===== src/rtl/hams_pkg.sv =====
// Shared types and constants for the HAMS bitonic sort controller.
//   NUM_ELEMENTS : batch width of the sort network (power of two, >= 2)
//   PIPELINES    : default network latency in cycles
//   pair         : 32-bit sortable element
//   pair_vec     : one batch, index 0 = first accepted / smallest sorted
//   batch_tag    : per-batch padding count and end-of-job flag
package hams_pkg;
    localparam int NUM_ELEMENTS = 4;
    localparam int PIPELINES    = 1;
    localparam int IDX_W        = $clog2(NUM_ELEMENTS);

    typedef logic [31:0] pair;

    localparam logic [31:0] PAD_KEY = '1;

    typedef struct packed {
        logic [IDX_W-1:0] pad_cnt;
        logic             last;
    } batch_tag;

    typedef pair [NUM_ELEMENTS-1:0] pair_vec;

    typedef enum logic {
        FILL = 1'b0,
        HOLD = 1'b1
    } state_t;
endpackage


===== src/rtl/hams_sort_ctrl_if.sv =====
// Bundle of the input stream, network and output stream signals of the
// sort controller.
//   master : controller side (hams_sort_ctrl)
//   slave  : environment side (upstream source, network, downstream sink)
interface hams_sort_ctrl_if;
    import hams_pkg::*;

    logic    s_valid;
    logic    s_ready;
    pair     s_data;
    logic    s_last;
    logic    net_valid;
    pair_vec net_data;
    pair_vec net_res;
    logic    m_valid;
    logic    m_ready;
    pair     m_data;
    logic    m_last;
    logic    busy;

    modport master (
        input  s_valid, s_data, s_last, net_res, m_ready,
        output s_ready, net_valid, net_data, m_valid, m_data, m_last, busy
    );

    modport slave (
        output s_valid, s_data, s_last, net_res, m_ready,
        input  s_ready, net_valid, net_data, m_valid, m_data, m_last, busy
    );
endinterface


===== src/rtl/hams_sort_obuf.sv =====
// Output buffer: FIFO of sorted batches with their tags.
//   clk, rst_n          : clock, async active-low reset
//   push, push_data/tag : write one batch at the tail
//   pop                 : drop the head batch
//   head_data/tag       : batch at the head
//   count               : number of stored batches
module hams_sort_obuf
    import hams_pkg::*;
#(
    parameter  int DEPTH = 2,
    localparam int CNT_W = $clog2(DEPTH + 1)
) (
    input  logic             clk,
    input  logic             rst_n,
    input  logic             push,
    input  pair_vec          push_data,
    input  batch_tag         push_tag,
    input  logic             pop,
    output pair_vec          head_data,
    output batch_tag         head_tag,
    output logic [CNT_W-1:0] count
);
    localparam int PTR_W = (DEPTH > 1) ? $clog2(DEPTH) : 1;

    pair_vec          data_mem [DEPTH];
    batch_tag         tag_mem  [DEPTH];
    logic [PTR_W-1:0] wr_ptr;
    logic [PTR_W-1:0] rd_ptr;

    function automatic logic [PTR_W-1:0] next_ptr(input logic [PTR_W-1:0] p);
        return (p == PTR_W'(DEPTH - 1)) ? '0 : p + 1'b1;
    endfunction

    always_ff @(posedge clk) begin
        if (push) begin
            data_mem[wr_ptr] <= push_data;
            tag_mem[wr_ptr]  <= push_tag;
        end
    end

    always_ff @(posedge clk or negedge rst_n) begin
        if (!rst_n) begin
            wr_ptr <= '0;
            rd_ptr <= '0;
            count  <= '0;
        end else begin
            if (push) wr_ptr <= next_ptr(wr_ptr);
            if (pop)  rd_ptr <= next_ptr(rd_ptr);
            case ({push, pop})
                2'b10:   count <= count + 1'b1;
                2'b01:   count <= count - 1'b1;
                default: count <= count;
            endcase
        end
    end

    assign head_data = data_mem[rd_ptr];
    assign head_tag  = tag_mem[rd_ptr];
endmodule


===== src/rtl/hams_sort_ctrl.sv =====
// Sequencing controller for the HAMS bitonic sort network.
// Packs the input stream into NUM_ELEMENTS-wide batches (padding short
// batches with PAD_KEY), issues them to a fixed-latency network under
// credit control, buffers the sorted results and re-serializes them
// with the padding removed.
//   clk, rst_n : clock, async active-low reset
//   bus        : stream in (s_*), network (net_*), stream out (m_*), busy
//
//   state | meaning
//   ------+----------------------------------------------------------
//   FILL  | accepting elements into batch[idx]
//   HOLD  | batch complete, waiting for a credit to issue it
module hams_sort_ctrl
    import hams_pkg::*;
#(
    parameter int LATENCY    = PIPELINES,
    parameter int OBUF_DEPTH = 2
) (
    input  logic             clk,
    input  logic             rst_n,
    hams_sort_ctrl_if.master bus
);
    localparam int CNT_W = $clog2(OBUF_DEPTH + 1);

    state_t           state;
    logic [IDX_W-1:0] idx;
    logic [IDX_W-1:0] rd_idx;
    logic [IDX_W-1:0] last_idx;
    pair_vec          batch;
    batch_tag         cur_tag;
    logic [CNT_W-1:0] inflight;
    logic [CNT_W-1:0] obuf_count;
    logic [CNT_W:0]   used;
    logic             credit_ok;
    logic             issue;
    logic             cap_valid;
    batch_tag         cap_tag;
    pair_vec          head_data;
    batch_tag         head_tag;
    logic             m_fire;
    logic             pop;

    assign used      = {1'b0, inflight} + {1'b0, obuf_count};
    assign credit_ok = used < (CNT_W + 1)'(OBUF_DEPTH);
    assign issue     = (state == HOLD) & credit_ok;

    assign bus.s_ready   = (state == FILL);
    assign bus.net_valid = issue;
    assign bus.net_data  = batch;

    always_ff @(posedge clk or negedge rst_n) begin
        if (!rst_n) begin
            state   <= FILL;
            idx     <= '0;
            batch   <= '0;
            cur_tag <= '0;
        end else begin
            case (state)
                FILL: begin
                    if (bus.s_valid) begin
                        batch[idx] <= bus.s_data;
                        if (idx == IDX_W'(NUM_ELEMENTS - 1) || bus.s_last) begin
                            for (int i = 0; i < NUM_ELEMENTS; i++) begin
                                if (i > int'(idx)) batch[i] <= PAD_KEY;
                            end
                            cur_tag.pad_cnt <= IDX_W'(NUM_ELEMENTS - 1) - idx;
                            cur_tag.last    <= bus.s_last;
                            state           <= HOLD;
                        end else begin
                            idx <= idx + 1'b1;
                        end
                    end
                end
                HOLD: begin
                    if (credit_ok) begin
                        idx   <= '0;
                        state <= FILL;
                    end
                end
                default: state <= FILL;
            endcase
        end
    end

    // The tag travels alongside the batch through the network so the
    // capture point knows which result belongs to which job boundary.
    if (LATENCY == 0) begin : g_comb_net
        assign cap_valid = issue;
        assign cap_tag   = cur_tag;
    end else begin : g_pipe_net
        logic [LATENCY-1:0] sr_valid;
        batch_tag           sr_tag [LATENCY];

        always_ff @(posedge clk or negedge rst_n) begin
            if (!rst_n) begin
                sr_valid <= '0;
                for (int i = 0; i < LATENCY; i++) sr_tag[i] <= '0;
            end else begin
                sr_valid[0] <= issue;
                sr_tag[0]   <= cur_tag;
                for (int i = 1; i < LATENCY; i++) begin
                    sr_valid[i] <= sr_valid[i-1];
                    sr_tag[i]   <= sr_tag[i-1];
                end
            end
        end

        assign cap_valid = sr_valid[LATENCY-1];
        assign cap_tag   = sr_tag[LATENCY-1];
    end

    always_ff @(posedge clk or negedge rst_n) begin
        if (!rst_n) begin
            inflight <= '0;
        end else if (issue && !cap_valid) begin
            inflight <= inflight + 1'b1;
        end else if (cap_valid && !issue) begin
            inflight <= inflight - 1'b1;
        end
    end

    hams_sort_obuf #(.DEPTH(OBUF_DEPTH)) u_obuf (
        .clk       (clk),
        .rst_n     (rst_n),
        .push      (cap_valid),
        .push_data (bus.net_res),
        .push_tag  (cap_tag),
        .pop       (pop),
        .head_data (head_data),
        .head_tag  (head_tag),
        .count     (obuf_count)
    );

    // Padding sorts to the top of the batch, so only indices up to
    // last_idx carry real data.
    assign last_idx    = IDX_W'(NUM_ELEMENTS - 1) - head_tag.pad_cnt;
    assign bus.m_valid = (obuf_count != '0);
    assign m_fire      = bus.m_valid & bus.m_ready;
    assign pop         = m_fire & (rd_idx == last_idx);
    assign bus.m_data  = bus.m_valid ? head_data[rd_idx] : '0;
    assign bus.m_last  = bus.m_valid & head_tag.last & (rd_idx == last_idx);

    always_ff @(posedge clk or negedge rst_n) begin
        if (!rst_n) begin
            rd_idx <= '0;
        end else if (m_fire) begin
            rd_idx <= pop ? '0 : rd_idx + 1'b1;
        end
    end

    assign bus.busy = (state != FILL) | (idx != '0) | (inflight != '0) | (obuf_count != '0);
endmodule


===== src/flat_wrapper.sv =====
// flat-port wrapper written by rule: the top's interface ports become plain ports
module hams_sort_ctrl_flat import hams_pkg::*;
#(
    parameter int LATENCY    = PIPELINES,
    parameter int OBUF_DEPTH = 2
)
  (clk, rst_n, bus_s_valid, bus_s_data, bus_s_last, bus_net_res, bus_m_ready, bus_s_ready, bus_net_valid, bus_net_data, bus_m_valid, bus_m_data, bus_m_last, bus_busy);
  hams_sort_ctrl_if bus_i ();
  input  logic clk;
  input  logic rst_n;
  input wire logic [$bits(bus_i.s_valid)-1:0] bus_s_valid;
  input wire logic [$bits(bus_i.s_data)-1:0] bus_s_data;
  input wire logic [$bits(bus_i.s_last)-1:0] bus_s_last;
  input wire logic [$bits(bus_i.net_res)-1:0] bus_net_res;
  input wire logic [$bits(bus_i.m_ready)-1:0] bus_m_ready;
  output wire logic [$bits(bus_i.s_ready)-1:0] bus_s_ready;
  output wire logic [$bits(bus_i.net_valid)-1:0] bus_net_valid;
  output wire logic [$bits(bus_i.net_data)-1:0] bus_net_data;
  output wire logic [$bits(bus_i.m_valid)-1:0] bus_m_valid;
  output wire logic [$bits(bus_i.m_data)-1:0] bus_m_data;
  output wire logic [$bits(bus_i.m_last)-1:0] bus_m_last;
  output wire logic [$bits(bus_i.busy)-1:0] bus_busy;
  assign bus_i.s_valid = bus_s_valid;
  assign bus_i.s_data = bus_s_data;
  assign bus_i.s_last = bus_s_last;
  assign bus_i.net_res = bus_net_res;
  assign bus_i.m_ready = bus_m_ready;
  assign bus_s_ready = bus_i.s_ready;
  assign bus_net_valid = bus_i.net_valid;
  assign bus_net_data = bus_i.net_data;
  assign bus_m_valid = bus_i.m_valid;
  assign bus_m_data = bus_i.m_data;
  assign bus_m_last = bus_i.m_last;
  assign bus_busy = bus_i.busy;
  hams_sort_ctrl #(.LATENCY(LATENCY), .OBUF_DEPTH(OBUF_DEPTH)) u_core (.clk(clk), .rst_n(rst_n), .bus(bus_i));
endmodule

===== config.mk =====
export PLATFORM = sky130hd
export DESIGN_NAME = hams_sort_ctrl_flat
export DESIGN_NICKNAME = d
export VERILOG_FILES = /design/src/rtl/hams_pkg.sv /design/src/rtl/hams_sort_ctrl_if.sv /design/src/rtl/hams_sort_obuf.sv /design/src/rtl/hams_sort_ctrl.sv /design/src/flat_wrapper.sv
export SDC_FILE = /design/constraint.sdc
export NUM_CORES = 1
export LEC_CHECK = 0
export CORE_UTILIZATION = 50
export CTS_CLUSTER_SIZE = 25
export DETAILED_ROUTE_END_ITERATION = 12
export PLACE_DENSITY = 0.82
export SYNTH_ARGS = -nofsm -noshare
export SYNTH_HDL_FRONTEND = slang
export SYNTH_HIERARCHICAL = 1
export SYNTH_SLANG_ARGS = --single-unit

===== constraint.sdc =====
create_clock -name clk -period 12.9 [get_ports clk]
set_input_delay 1.935 -clock clk [delete_from_list [all_inputs] [get_ports clk]]
set_output_delay 1.935 -clock clk [all_outputs]
set_load 0.005 [all_outputs]

==> flow_metrics.tcl <==
set metrics [dict create \
    antenna_found_initial 5 \
    io_pins 330 \
    dieArea_mm2 0.0338 \
    fin_crit_ns 5.56 \
    synth_top_cells_by_count "edfxtp_1, dfrtp_1, nand2_1" \
    cts_root_buffer "clkbuf_16" \
    cts_buffer_depth 3 \
    htree_levels 2 \
    fp.dieW_um 184 \
    drt_first_pass_iters 5 \
    whs_endpoint "u_core/cap_tag[2]" \
    drv_slew 0 \
    clk_latency_ns 0.54 \
    wl_per_cell_um 21.1 \
    arrival_ns 3.63 \
    setup_ws_ns 7.34 \
    ys_types 36 \
    cts_tree "done" \
    finalWirelength_mm 37.9 \
    grt-ovfl-total 0 \
    ys_ff_latch 408 \
    synth_edf_count 262 \
    grt_pass1_wl_mm 57.6 \
    fin_skew_ns 0.0213 \
    cp.required_ns 10.97 \
    clk_pin_slew_ns 0.06 \
    rsz0062_at_grt "false" \
    r2r_end "u_core/u_obuf/data_mem[1][110]" \
    track_usage 0.224 \
    area_delta_synth_final_pct 30.7 \
    postCtsHoldBufs 0 \
    crit_fanout 52 \
    finalSetupViolCount 0 \
    hold_viol_final 0 \
    r2r_start "u_core/u_obuf/wr_ptr" \
    grt_max_degree 83 \
    status "finished clean" \
    fp.dieH_um 184 \
    worst_pin_slew_ns 1.06 \
    hold_ws_ns 0.376 \
    ys_top_cells_by_area "edfxtp_1, dfrtp_1, mux2_4, mux2_2, mux4_2" \
    min_from "u_core/cur_tag[2]" \
    grt_pass1_vias 10300 \
    synth_ff_type "edfxtp_1" \
    post_cts_buffers 0 \
    cts_resized 0 \
    initial_utilization 0.508 \
    rows 66 \
    yosysTopAreaCellShare 0.476 \
    place_ws_ns 7.85 \
    path_class "reg -> out" \
    fmax_mhz 180 \
    coreArea_mm2 0.0325 \
    synthCells 986 \
    drtAntennaViolNets 0 \
    start_kind "flop" \
    holdPathStages 0 \
    hpwlAfterDp_mm 24.2 \
    portBuffers 329 \
    reg2reg_depth 2 \
    drc 0 \
    yosysSeqAreaShare 0.697 \
    nets 1492 \
    power_density_mw_per_mm2 228 \
    p_leak_nw 8.13 \
    tns_ns 0 \
    async_reset_ff_frac 0.358 \
    end_kind "output pin" \
    cts_buffers 43 \
    relSlewSlack 0.292 \
    syn_area_per_cell_um2 16.8 \
    vias 9605 \
    synth_largest_area_cell "edfxtp_1" \
    cts.sinks 408 \
    yosysMostFrequentCell "edfxtp_1" \
    final.period_utilization 0.431 \
    drive_gt1_frac 0.214 \
    hp-class "reg -> reg" \
    ys_warn_count 6 \
    reg2reg_setup_slack_ns 10.42 \
    vdd_drop_max_v 0.000163 \
    gp_congestion 0.757 \
    syn-num-nets 1159 \
    syn-cell-area_mm2 0.0165 \
    viasPerCell 5.34 \
    maxCapViolations 0 \
    drt_iter0_markers 575 \
]
## cell usage in the layout, fill, tap and decap left out, drive strengths merged, types with 3 or more instances in the layout
cell type	count
nor2b	35
nand3	69
edfxtp	262
xnor2	4
clkbuf	53
o21ai	3
dfrtp	146
o22a	32
xor2	6
bufinv	6
mux4	32
clkinv	18
diode	3
nor2	7
clkdlybuf4s50	328
inv	13
nand2	133
ha	7
buf	17
mux2	165
## cell type report
| class | instances | area, um2 |
|---|---|---|
| repair buffers | 345 | 3410 |
| diodes | 3 | 7.51 |
| clock inverters | 27 | 303 |
| inverters | 10 | 37.5 |
| fillers | 2256 | 10900 |
| flip-flops and latches | 408 | 11500 |
| well taps | 442 | 553 |
| multi-input cells | 511 | 4620 |
| clock buffers | 53 | 1150 |
## worst max-delay path, stage by stage (launching register included)
cell,delay [ns]
dfrtp_4,0.74
buf_4,0.80
mux2_2,0.42
mux4_2,0.46
nor2b_1,0.15
clkdlybuf4s50_1,0.48
## cells by family after synthesis
family	after synthesis	synth area share
flip-flops	408	0.697
XOR/XNOR	10	0.00530
AO/OA/AOI/OAI	40	0.0204
AND/OR/NAND/NOR	256	0.0718
multiplexers	197	0.174
adder cells (fa/ha/maj)	8	0.00651
buffers and inverters	67	0.0253
## metal layers
metal / vias up / wire length, um / global-route usage
met2: 386 / 18300 / 0.368
met4: 4 / 772 / 0.0650
li1: 4312 / - / -
met1: 4843 / 14700 / 0.274
met5: - / 31 / 0
met3: 60 / 4110 / 0.0882
## sequential cells by signal, indices dropped and copies added, names as in the netlist, 2 cells and up
register / cells
u_core/bus.net_data: 128
u_core/inflight: 2
u_core/idx: 2
u_core/cur_tag: 3
u_core/u_obuf/tag_mem: 6
u_core/cap_tag: 3
u_core/u_obuf/count: 2
u_core/u_obuf/data_mem: 256
u_core/rd_idx: 2
## report_power, final
| part | switching (mW) | leakage [nW] | total (mW) | internal [mW] |
|---|---|---|---|---|
| registers | 0.204 | 3.93 | 1.92 | 1.71 |
| logic | 0.678 | 3.47 | 1.74 | 1.06 |
| clock network | 0.496 | 0.727 | 1.26 | 0.760 |
## worst max path at each step
| stage | slack (ns) | start | end | cells past startpoint |
|---|---|---|---|---|
| 6_report | 7.34 | u_core/u_obuf/rd_ptr | bus_m_data[26] | 5 |
| 5_1_grt | 7.16 | u_core/u_obuf/rd_ptr | bus_m_data[24] | 5 |
| 4_1_cts | 7.27 | u_core/u_obuf/rd_ptr | bus_m_data[29] | 5 |
| 3_5_place_dp | 7.85 | u_core/u_obuf/rd_ptr | bus_m_data[29] | 5 |
| 3_3_place_gp | 7.88 | u_core/u_obuf/rd_ptr | bus_m_data[24] | 5 |
| 2_1_floorplan | 6.40 | u_core/cap_valid | u_core/u_obuf/data_mem[0][0] | 2 |
## through the flow
step | total power, mW | cells | util | area (um2)
global route | 5.16 | 1799 | 0.664 | 21600
detailed placement | 3.68 | 1716 | 0.619 | 20100
CTS | 4.96 | 1796 | 0.664 | 21600
floorplan | 2.89 | 986 | - | 16500
finish | 4.92 | 1799 | 0.664 | 21600
global placement | 3.63 | 1716 | 0.619 | 20100
No activity file was read; power rests on OpenSTA's default activity.
